==> config.mk <==
export PLATFORM = sky130hd
export DESIGN_NAME = disp_capture
export DESIGN_NICKNAME = d
export VERILOG_FILES = /design/src/rtl/disp_capture.sv
export SDC_FILE = /design/constraint.sdc
export NUM_CORES = 1
export LEC_CHECK = 0
export CORE_UTILIZATION = 31
export DETAILED_ROUTE_END_ITERATION = 12
export SLEW_MARGIN = 20
export SYNTH_ARGS = -nofsm -noshare
export SYNTH_HDL_FRONTEND = slang
export SYNTH_SLANG_ARGS = --single-unit
==> constraint.sdc <==
create_clock -name clk_sys -period 3.1 [get_ports clk_sys]
set_input_delay 0.62 -clock clk_sys [delete_from_list [all_inputs] [get_ports clk_sys]]
set_output_delay 0.62 -clock clk_sys [all_outputs]
set_load 0.01 [all_outputs]
==> src/rtl/disp_capture.sv <==
// Captures one rectangular window of a raster display stream and emits it as a valid/ready
// pixel stream through a small show-ahead FIFO, one frame per arm request.
module disp_capture #(
    parameter int BPC        = 5,
    parameter int CORDW      = 16,
    parameter int CAP_X0     = 0,
    parameter int CAP_Y0     = 0,
    parameter int CAP_W      = 672,
    parameter int CAP_H      = 384,
    parameter int FIFO_DEPTH = 16
) (
    input  logic                    clk_sys,
    input  logic                    rst_sys_n,
    input  logic signed [CORDW-1:0] disp_x,
    input  logic signed [CORDW-1:0] disp_y,
    input  logic                    disp_de,
    input  logic                    disp_frame,
    input  logic [BPC-1:0]          disp_r,
    input  logic [BPC-1:0]          disp_g,
    input  logic [BPC-1:0]          disp_b,
    input  logic                    arm,
    output logic [3*BPC-1:0]        cap_data,
    output logic                    cap_valid,
    input  logic                    cap_ready,
    output logic                    cap_last,
    output logic                    busy,
    output logic                    done,
    output logic                    overflow
);

    // state   | meaning
    // IDLE    | waiting for arm
    // ARMED   | waiting for the next frame-start strobe
    // CAPTURE | sampling in-window pixels into the pipeline/FIFO
    // DRAIN   | window finished, emptying pipeline and FIFO
    localparam logic [1:0] S_IDLE    = 2'd0;
    localparam logic [1:0] S_ARMED   = 2'd1;
    localparam logic [1:0] S_CAPTURE = 2'd2;
    localparam logic [1:0] S_DRAIN   = 2'd3;

    localparam int AW = $clog2(FIFO_DEPTH);
    localparam int DW = 3*BPC + 1;
    localparam logic [AW:0] FULL_CNT = (AW+1)'(FIFO_DEPTH);

    // One extra bit keeps CAP_X0+CAP_W from wrapping at the top of the coordinate range.
    localparam logic signed [CORDW:0] X_LO   = (CORDW+1)'(CAP_X0);
    localparam logic signed [CORDW:0] X_HI   = (CORDW+1)'(CAP_X0 + CAP_W);
    localparam logic signed [CORDW:0] X_LAST = (CORDW+1)'(CAP_X0 + CAP_W - 1);
    localparam logic signed [CORDW:0] Y_LO   = (CORDW+1)'(CAP_Y0);
    localparam logic signed [CORDW:0] Y_HI   = (CORDW+1)'(CAP_Y0 + CAP_H);
    localparam logic signed [CORDW:0] Y_LAST = (CORDW+1)'(CAP_Y0 + CAP_H - 1);

    logic [1:0] state, state_nxt;

    logic signed [CORDW:0] pos_x, pos_y;
    logic in_win, at_last, sample;

    logic           pipe_valid;
    logic [DW-1:0]  pipe_word;

    logic [DW-1:0]  mem [FIFO_DEPTH];
    logic [AW-1:0]  wr_ptr, rd_ptr;
    logic [AW:0]    count;
    logic [DW-1:0]  rd_word;
    logic           full, pop, push_ok, drained;

    assign pos_x = {disp_x[CORDW-1], disp_x};
    assign pos_y = {disp_y[CORDW-1], disp_y};

    assign in_win  = disp_de && (pos_x >= X_LO) && (pos_x < X_HI)
                             && (pos_y >= Y_LO) && (pos_y < Y_HI);
    assign at_last = (pos_x == X_LAST) && (pos_y == Y_LAST);
    assign sample  = (state == S_CAPTURE) && in_win;

    assign full    = (count == FULL_CNT);
    assign pop     = cap_valid && cap_ready;
    assign push_ok = pipe_valid && (!full || pop);
    assign drained = (count == '0) && !pipe_valid;

    always_comb begin
        state_nxt = state;
        case (state)
            S_IDLE:    if (arm) state_nxt = S_ARMED;
            S_ARMED:   if (disp_frame) state_nxt = S_CAPTURE;
            S_CAPTURE: if (sample && at_last) state_nxt = S_DRAIN;
            S_DRAIN:   if (drained) state_nxt = S_IDLE;
            default:   state_nxt = S_IDLE;
        endcase
    end

    always_ff @(posedge clk_sys) begin
        if (!rst_sys_n) begin
            state    <= S_IDLE;
            overflow <= 1'b0;
        end else begin
            state <= state_nxt;
            if (state == S_IDLE && arm) begin
                overflow <= 1'b0;
            end else if (pipe_valid && full && !pop) begin
                overflow <= 1'b1;
            end
        end
    end

    always_ff @(posedge clk_sys) begin
        if (!rst_sys_n) begin
            pipe_valid <= 1'b0;
            pipe_word  <= '0;
        end else begin
            pipe_valid <= sample;
            if (sample) begin
                pipe_word <= {disp_r, disp_g, disp_b, at_last};
            end
        end
    end

    always_ff @(posedge clk_sys) begin
        if (!rst_sys_n) begin
            wr_ptr <= '0;
            rd_ptr <= '0;
            count  <= '0;
        end else begin
            if (push_ok) wr_ptr <= wr_ptr + AW'(1);
            if (pop)     rd_ptr <= rd_ptr + AW'(1);
            case ({push_ok, pop})
                2'b10:   count <= count + (AW+1)'(1);
                2'b01:   count <= count - (AW+1)'(1);
                default: count <= count;
            endcase
        end
    end

    // Storage has no reset; the read side is masked until an entry is valid.
    always_ff @(posedge clk_sys) begin
        if (push_ok) begin
            mem[wr_ptr] <= pipe_word;
        end
    end

    assign rd_word   = mem[rd_ptr];
    assign cap_valid = (count != '0);
    assign cap_data  = cap_valid ? rd_word[DW-1:1] : '0;
    assign cap_last  = cap_valid && rd_word[0];

    assign busy = (state != S_IDLE);
    assign done = (state == S_DRAIN) && drained;

endmodule

======== Word level (Yosys, flattened, before mapping) ========
Memory sizes are Yosys's and may differ from the RTL's. A register that Yosys moved wholly into a read port is not among the register bits.
Cells that the tools add are included.
word-level totals
  memories kept ........................... 1
  bits in registers ....................... 33
  bits of input ports ..................... 53
  bits in writable memories ............... 256
  latch bits .............................. 0
  logic and storage cells ................. 66
  bits in read-only memories .............. 0
  output and inout bits ................... 20
memory list
  name  words  bits a word  rd ports  clocked after memory_dff  write ports  line  source
  mem   16     16           1         1                         1            61    logic [DW-1:0] mem [FIFO_DEPTH];
operators by class
  equal/unequal tests ..................... 12
  multipliers ............................. 0
  div/mod/pow operators ................... 0
  magnitude comparators ................... 4
  multiplexer cells ....................... 11
  add/sub/neg operators ................... 4
  shift operators ......................... 0
  bitwise logic cells ..................... 1
  reductions and logical operators ........ 26
operators with widths
  kind                                                   number
  >= comparator 16 x 1 -> 1 bit, second input constant   2
  equality test 16 x 10 -> 1 bit, second input constant  1
  equality test 16 x 11 -> 1 bit, second input constant  1
  < comparator 16 x 10 -> 1 bit, second input constant   1
  < comparator 16 x 11 -> 1 bit, second input constant   1
  logical AND 1 bit                                      15
  2-to-1 mux 15 bit                                      1
  one-hot mux 5 bit (2 select lines)                     1
  adder 4 x 1 -> 4 bit, second input constant            2
  2-to-1 mux 2 bit                                       4
  2-to-1 mux 4 bit                                       2
  one-hot mux 2 bit (4 select lines)                     1
  equality test 2 bit, second input constant             3
  inequality test 2 bit, second input constant           3
  adder 5 x 1 -> 5 bit, second input constant            1
  equality test 5 bit, second input constant             1
  logical NOT 5 bit                                      1
  nonzero test 5 bit                                     1
  subtractor 5 x 1 -> 5 bit, second input constant       1
  equality test 2 x 1 -> 1 bit, second input constant    2
  AND reduction 4 bit                                    1
  nonzero test 2 bit                                     2
  logical NOT 1 bit                                      3
  logical NOT 2 bit                                      1
  other kinds (5)                                        6

======== Logic depth before layout (Yosys ltp) ========
Gate-level depths: netlist (run 1).
  depth in word-level cells ............... 9
  gate-level depth with buffers ........... 11
  mapped depth without buffers ............ 11

======== Worst setup path after synthesis (run 1) ========
No wires, ideal clock.
  path type ............................... register to register
  start point ............................. reg count[0]
  end point ............................... reg count[4]
  slack ................................... 121 ps
  data arrival time ....................... 2,909 ps
  required time ........................... 3,029 ps
  stages on the path, launching flop included .. 12
  buffers on the path ..................... 0
  period minus slack after synthesis ...... 2,979 ps
  library setup time ...................... 71 ps
  path through ............................ dfxtp_1 -> or4_1 -> o31a_1 -> inv_2 -> ha_1 -> inv_1 -> fa_1 -> nor2b_1 -> o21ai_0 -> and3_1 -> or4_1 -> a21oi_1
between the ends
  word-level cells in the longest chain between the ends .. 6
  elaborated cells between the ends (all ways) .. 12
  classes of those cells .................. add/sub (2); eq/ne (3); mux (1); reduce/logical (6)
ends and longest elaborated chain
  element                                                                          line     source
  from (decl)                                                                      63       logic [AW:0] count;
  from (signal assigned)                                                           126      2'b10: count <= count + (AW+1)'(1);
  from (signal assigned)                                                           127      2'b01: count <= count - (AW+1)'(1);
  from (signal assigned)                                                           128      default: count <= count;
  equality test 5 bit / nonzero test 5 bit (equally long branches)                 75, 141
  logical NOT 1 bit / logical AND 1 bit (equally long branches)                    77, 76
  logical OR 1 bit                                                                 77       assign push_ok = pipe_valid && (!full || pop);
  logical AND 1 bit                                                                77
  equality test 2 x 1 -> 1 bit / equality test 2 bit (equally long branches)       125      case ({push_ok, pop})
  one-hot mux 5 bit (2 select lines) / nonzero test 2 bit (equally long branches)  --
Several ways; a longest one is shown, not always the timed one.
A chain may end at the register's enable or synchronous reset.

==> reports/results.ini, run 1 <==
[pwr]
switching_power_mw = 1.53
seq_power_share_pct = 53.2
combPwrFrac_pct = 2.8
p_int_mw = 6.45
power.share.switching_pct = 19.2
clkPwrFrac_pct = 44.0
p_leak_nw = 4.08
ir_drop_mv = 0.443
total_power_mw = 7.99
p_per_area_mw_per_mm2 = 548

[cells_and_area]
layout.cells.non_filler = 1228
nNetsFinal = 803
fillers = 3358
final_cell_area_mm2 = 0.0146
antenna-diode-count = 0
drive_above_1_share_pct = 30.9
area_growth_pct = 25.1

[route]
wl_per_cell_um = 20.8
vias = 5928
viasPerCell = 4.83
ant_nets = 0
wl_um = 25500
drtIter0Drc = 460
drc = 0
dr.pass1.iters = 4

[die]
num_rows = 70
fp.dieH_um = 196
die_area_mm2 = 0.0383
ioPinCount = 73
coreArea_mm2 = 0.0368
die_x_um = 196
start_util_pct = 31.6

[clock_network]
htree_levels = 1
clock_latency_ns = 0.56
cts_tree = built
cts.sinks = 293
clk_pin_slew_ns = 0.06
clk_path_buf_depth = 3
cts_buffers = 31
cts_root_buf = clkbuf_16

[yosys]
synth_ff_type = edfxtp_1
yosysTopAreaCellShare_pct = 66.0
async_reset_ff_share_pct = 0
synth_nets = 649
yosysTopAreaCell = edfxtp_1
ys_seq_area_share_pct = 72.4
netlist_top_cells_area = edfxtp_1 66%, mux4_2 12%, dfxtp_1 6.4%
yosysMostFrequentCell = edfxtp_1
ys.warnings.count = 0
syn-cell-area_mm2 = 0.0116
syn_inst = 581
ys_seq_elements = 293
synthTopCellsByCount = 256 x edfxtp_1, 64 x mux4_2, 40 x nor2_1, 37 x dfxtp_1, 20 x and2_1
avgSynthCellArea_um2 = 20.0
synth-edff-count = 256
synth_cell_type_count = 48

[place]
hpwl_um = 15800
place.gp.congestion = 0.776
dp.cells = 1148
port_buffers = 72
placed_area_mm2 = 0.0133

[status]
violations = setup timing
outcome = finished with violations

[timing]
worst_pin_slew_ns = 0.617
max_freq_mhz = 307
hold_viol = 0
fin_skew_ns = 0.00978
finalCritPeriodShare_pct = 105
setup_violations = 16
setup_ws_ns = -0.153
drv_slew = 0
maxSlewHeadroom_pct = 58.8
fin_crit_ns = 3.25
rsz0062_at_grt = yes

[critical_path]
cp.required_ns = 2.48
cp.arrival_ns = 2.63
path_max_fanout = 6
critPathTopFamily = multiplexers
slowest_stage = mux4_2
worstSetupPathType = reg -> out
path_buf_inv = 4
path_cells = buf_12 > buf_12 > buf_16 > mux4_2 > mux4_2 > and2_1 > buf_2
cp-end-kind = output port
critPathLaunchType = flop
cp_slowest_stage_delay_ns = 0.50

[global_route]
grt_pass1_wl_um = 38400
grt_pass1_vias = 6213
grt_usage_pct = 13.5
grt_overflow = 0
antenna_found_initial = 0
grt_max_degree = 33

[job]
cap_violations = 0

[worst_hold_path]
hp-class = reg -> reg

## path summary, 6_finish.rpt
check	cells after the start	slack (ns)	endpoint	startpoint
setup reg to reg	11	0.21	count[4]$_SDFFE_PN0P_	count[0]$_SDFFE_PN0P_
hold / removal	2	0.51	flop	rd_ptr[1]$_SDFFE_PN0P_
hold reg to reg	2	0.51	flop	rd_ptr[1]$_SDFFE_PN0P_
setup / recovery	7	-0.15	cap_data[5]	flop
## through the flow
step	setup TNS, ns	setup slack [ns]	utilization, %	hold slack (ns)
floorplan	0	0.121	-	0.480
global placement	0	0.00488	36.2	0.498
detailed placement	-0.0256	-0.0256	36.2	0.514
CTS	-2.64	-0.242	39.5	0.522
global route	-2.36	-0.234	39.6	0.551
finish	-1.21	-0.153	39.6	0.514
## layout make-up
class / count / area (um^2) / area share (%)
Inverter: 19 / 71.3 / 0.490
Multi-Input combinational cell: 242 / 3000 / 20.6
Timing Repair Buffer: 148 / 1510 / 10.4
Clock inverter: 7 / 86.3 / 0.593
Tap cell: 468 / 586 / 4.02
Clock buffer: 51 / 881 / 6.05
Sequential cell: 293 / 8430 / 57.9
## power groups by stage
stage	logic (mW)	registers [mW]	clock network (mW)
after global placement	0.225	4.33	0
after global routing	0.251	4.25	3.73
after floorplan	0.108	4.33	0
after detailed placement	0.226	4.33	0
final	0.222	4.25	3.52
after CTS	0.226	4.25	3.59
## registers in the layout, indices dropped and copies added (netlist names), named ones only
register    flops
mem           256
pipe_word      16
count           5
rd_ptr          4
wr_ptr          4
state           2
overflow        1
pipe_valid      1
## logic make-up (layout without fill, tap and decap cells)
logic type	count (synthesis)	count (layout)	share of synthesized area [%]
AO/OA/AOI/OAI	25	25	1.45
buffers and inverters	46	225	2.13
XOR/XNOR	8	8	0.602
adder cells (fa/ha/maj)	15	15	1.68
flip-flops	293	293	72.4
multiplexers	96	96	17.4
AND/OR/NAND/NOR	98	98	4.38
## worst reg2reg max path, delay by kind of cell (launching register included)
kind / cells / cell delay (ns)
AO/OA/AOI/OAI: 3 / 0.51
adder cells (fa/ha/maj): 2 / 0.54
buffers and inverters: 2 / 0.15
flip-flops: 1 / 0.31
AND/OR/NAND/NOR: 4 / 1.31
## routing by layer
metal	up-vias	global-route usage (%)	share of wire [%]
met5	-	0	0
met4	0	3.15	2.0
met3	35	1.84	3.2
met2	147	22.3	48
met1	3079	18.8	47
li1	2667	-	-
## placed cells by master, fill, tap and decap left out, types with 6 or more instances in the layout
cell type,netlist,layout
edfxtp_1,256,256
mux4_2,64,76
clkdlybuf4s50_1,0,54
buf_4,2,53
nor2_1,40,35
dfxtp_1,37,35
clkbuf_16,0,31
buf_6,4,19
inv_1,17,17
clkbuf_1,10,17
mux2i_1,16,16
ha_1,14,14
and2_4,0,12
buf_12,0,11
a21oi_1,9,9
and2_1,20,8
nor2_2,1,6
and3_1,6,6
## repair_timing
item | CTS | global route
setup buffers | 11 | 10
gates resized for setup | 97 | 25
gates cloned | 5 | 0
hold buffers | 0 | 0
setup endpoints to repair | 18 | 17
(Power assumes the default switching activity.)
==> run 2: changes to the inputs <==
Clock period 3.1 ns to 3.9 ns, I/O delays scaled along.
==> reports/results.ini, run 2 (synthesized netlist as in run 1, its figures left out) <==
[status]
outcome = complete, no violations

[cells_and_area]
final_cell_mix = 256 x edfxtp_1, 72 x clkdlybuf4s50_1, 64 x mux4_2
drive_above_1_share_pct = 22.7
largest_reg_flops = 256
final_common_cell = edfxtp_1
regMostFlops = mem
seq_area_mm2 = 0.00843
nNetsFinal = 767
final_cell_area_mm2 = 0.0142
utilization_pct = 38.5
fillers = 3359
area_growth_pct = 21.7
antenna-diode-count = 0
largestRegisters = mem (256), pipe_word (16), count (5)
multiInputGateArea_mm2 = 0.00300

[global_route]
antenna_found_initial = 0
grt_pass1_vias = 6154
grt_pass1_wl_um = 37400
grt_max_degree = 65
grt_usage_pct = 13.0
grt_overflow = 0

[timing]
worst_pin_slew_ns = 0.812
drv_slew = 0
hold_viol = 0
rsz0062_at_grt = no
setup_ws_ns = 0.133
fin_crit_ns = 3.77
setup_violations = 0
fin_skew_ns = 0.0144
max_freq_mhz = 265
tns_ns = 0
maxSlewHeadroom_pct = 45.5
finalCritPeriodShare_pct = 96.6

[pwr]
total_power_mw = 6.38
ir_drop_mv = 0.343
p_leak_nw = 3.79
p_per_area_mw_per_mm2 = 450

[die]
coreArea_mm2 = 0.0368
fp.dieH_um = 196
die_x_um = 196
start_util_pct = 31.6
die_area_mm2 = 0.0383
ioPinCount = 73
num_rows = 70

[clock_network]
cts_buffers = 30
hold_buffers = 0
post-cts-setup-buffers = 0
clk_path_buf_depth = 3
cts.sinks = 293
cts_root_buf = clkbuf_16
clock_latency_ns = 0.55
htree_levels = 1
cts_tree = built
post_cts_resize_count = 0
clk_pin_slew_ns = 0.06

[place]
place.gp.congestion = 0.703
placed_area_mm2 = 0.0131
port_buffers = 72
hpwl_um = 14700
post-place-ws_ns = 0.353

[critical_path]
path_max_fanout = 14
worstSetupPathType = reg -> out
cp-end-kind = output port
cp.arrival_ns = 2.99
critPathLaunchType = flop
cp.required_ns = 3.12

[route]
wl_um = 24700
drc = 0
wl_per_cell_um = 20.7
viasPerCell = 4.86
drtIter0Drc = 470
ant_nets = 0
vias = 5792
dr.pass1.iters = 4

[job]
cap_violations = 0

[worst_hold_path]
hp-class = reg -> reg

run 2: changes by cell type in the layout (fill, tap and decap cells not counted), moves of 4 or more:
| cell | delta |
|---|---|
| buf_2 | -4 |
| clkinv_2 | +4 |
| buf_6 | -19 |
| and2_1 | +12 |
| buf_12 | -6 |
| buf_4 | -17 |
| and2_4 | -12 |
| mux4_1 | +12 |
| clkdlybuf4s50_1 | +18 |
| clkbuf_1 | -7 |
| mux4_2 | -12 |
run 2: critical path: stages (launching register included):
cell and delay [ns]:
dfxtp_4 0.50, buf_4 0.26, mux4_2 0.53, mux4_2 0.50, and2_1 0.17, clkdlybuf4s50_1 0.48
run 2: final timing paths:
check | from | end | slack [ns] | depth (start not counted)
max reg2reg | count[0]$_SDFFE_PN0P_ | count[4]$_SDFFE_PN0P_ | 0.69 | 11
max | flop | cap_data[7] | 0.13 | 5
min | wr_ptr[1]$_SDFFE_PN0P_ | wr_ptr[1]$_SDFFE_PN0P_ | 0.52 | 2
min reg2reg | wr_ptr[1]$_SDFFE_PN0P_ | wr_ptr[1]$_SDFFE_PN0P_ | 0.52 | 2
run 2: per-layer routing:
metal	track usage [%]	vias up	wire length, um
li1	-	2598	-
met1	16.9	3015	10600
met2	22.8	145	12300
met3	2.05	34	1280
met4	3.44	0	431
met5	0	-	0
run 2: through the flow:
step | cells | hold slack (ns)
floorplan | 581 | 0.480
global placement | 1128 | 0.510
detailed placement | 1128 | 0.512
CTS | 1184 | 0.521
global route | 1191 | 0.571
finish | 1191 | 0.516
run 2: final cells by class:
cell class	instances	area share (%)
clock buffer	45	6.13
clock inverter	11	0.804
inverter	19	0.503
multi-input combinational	242	21.2
sequential	293	59.5
tap	468	4.13
timing repair buffer	113	7.70
run 2: power by group:
group,leakage (nW),switching [mW],internal (mW)
clock network,0.479,1.15,1.67
registers,2.12,0.0103,3.37
logic,1.19,0.0787,0.100
total,3.79,1.24,5.14
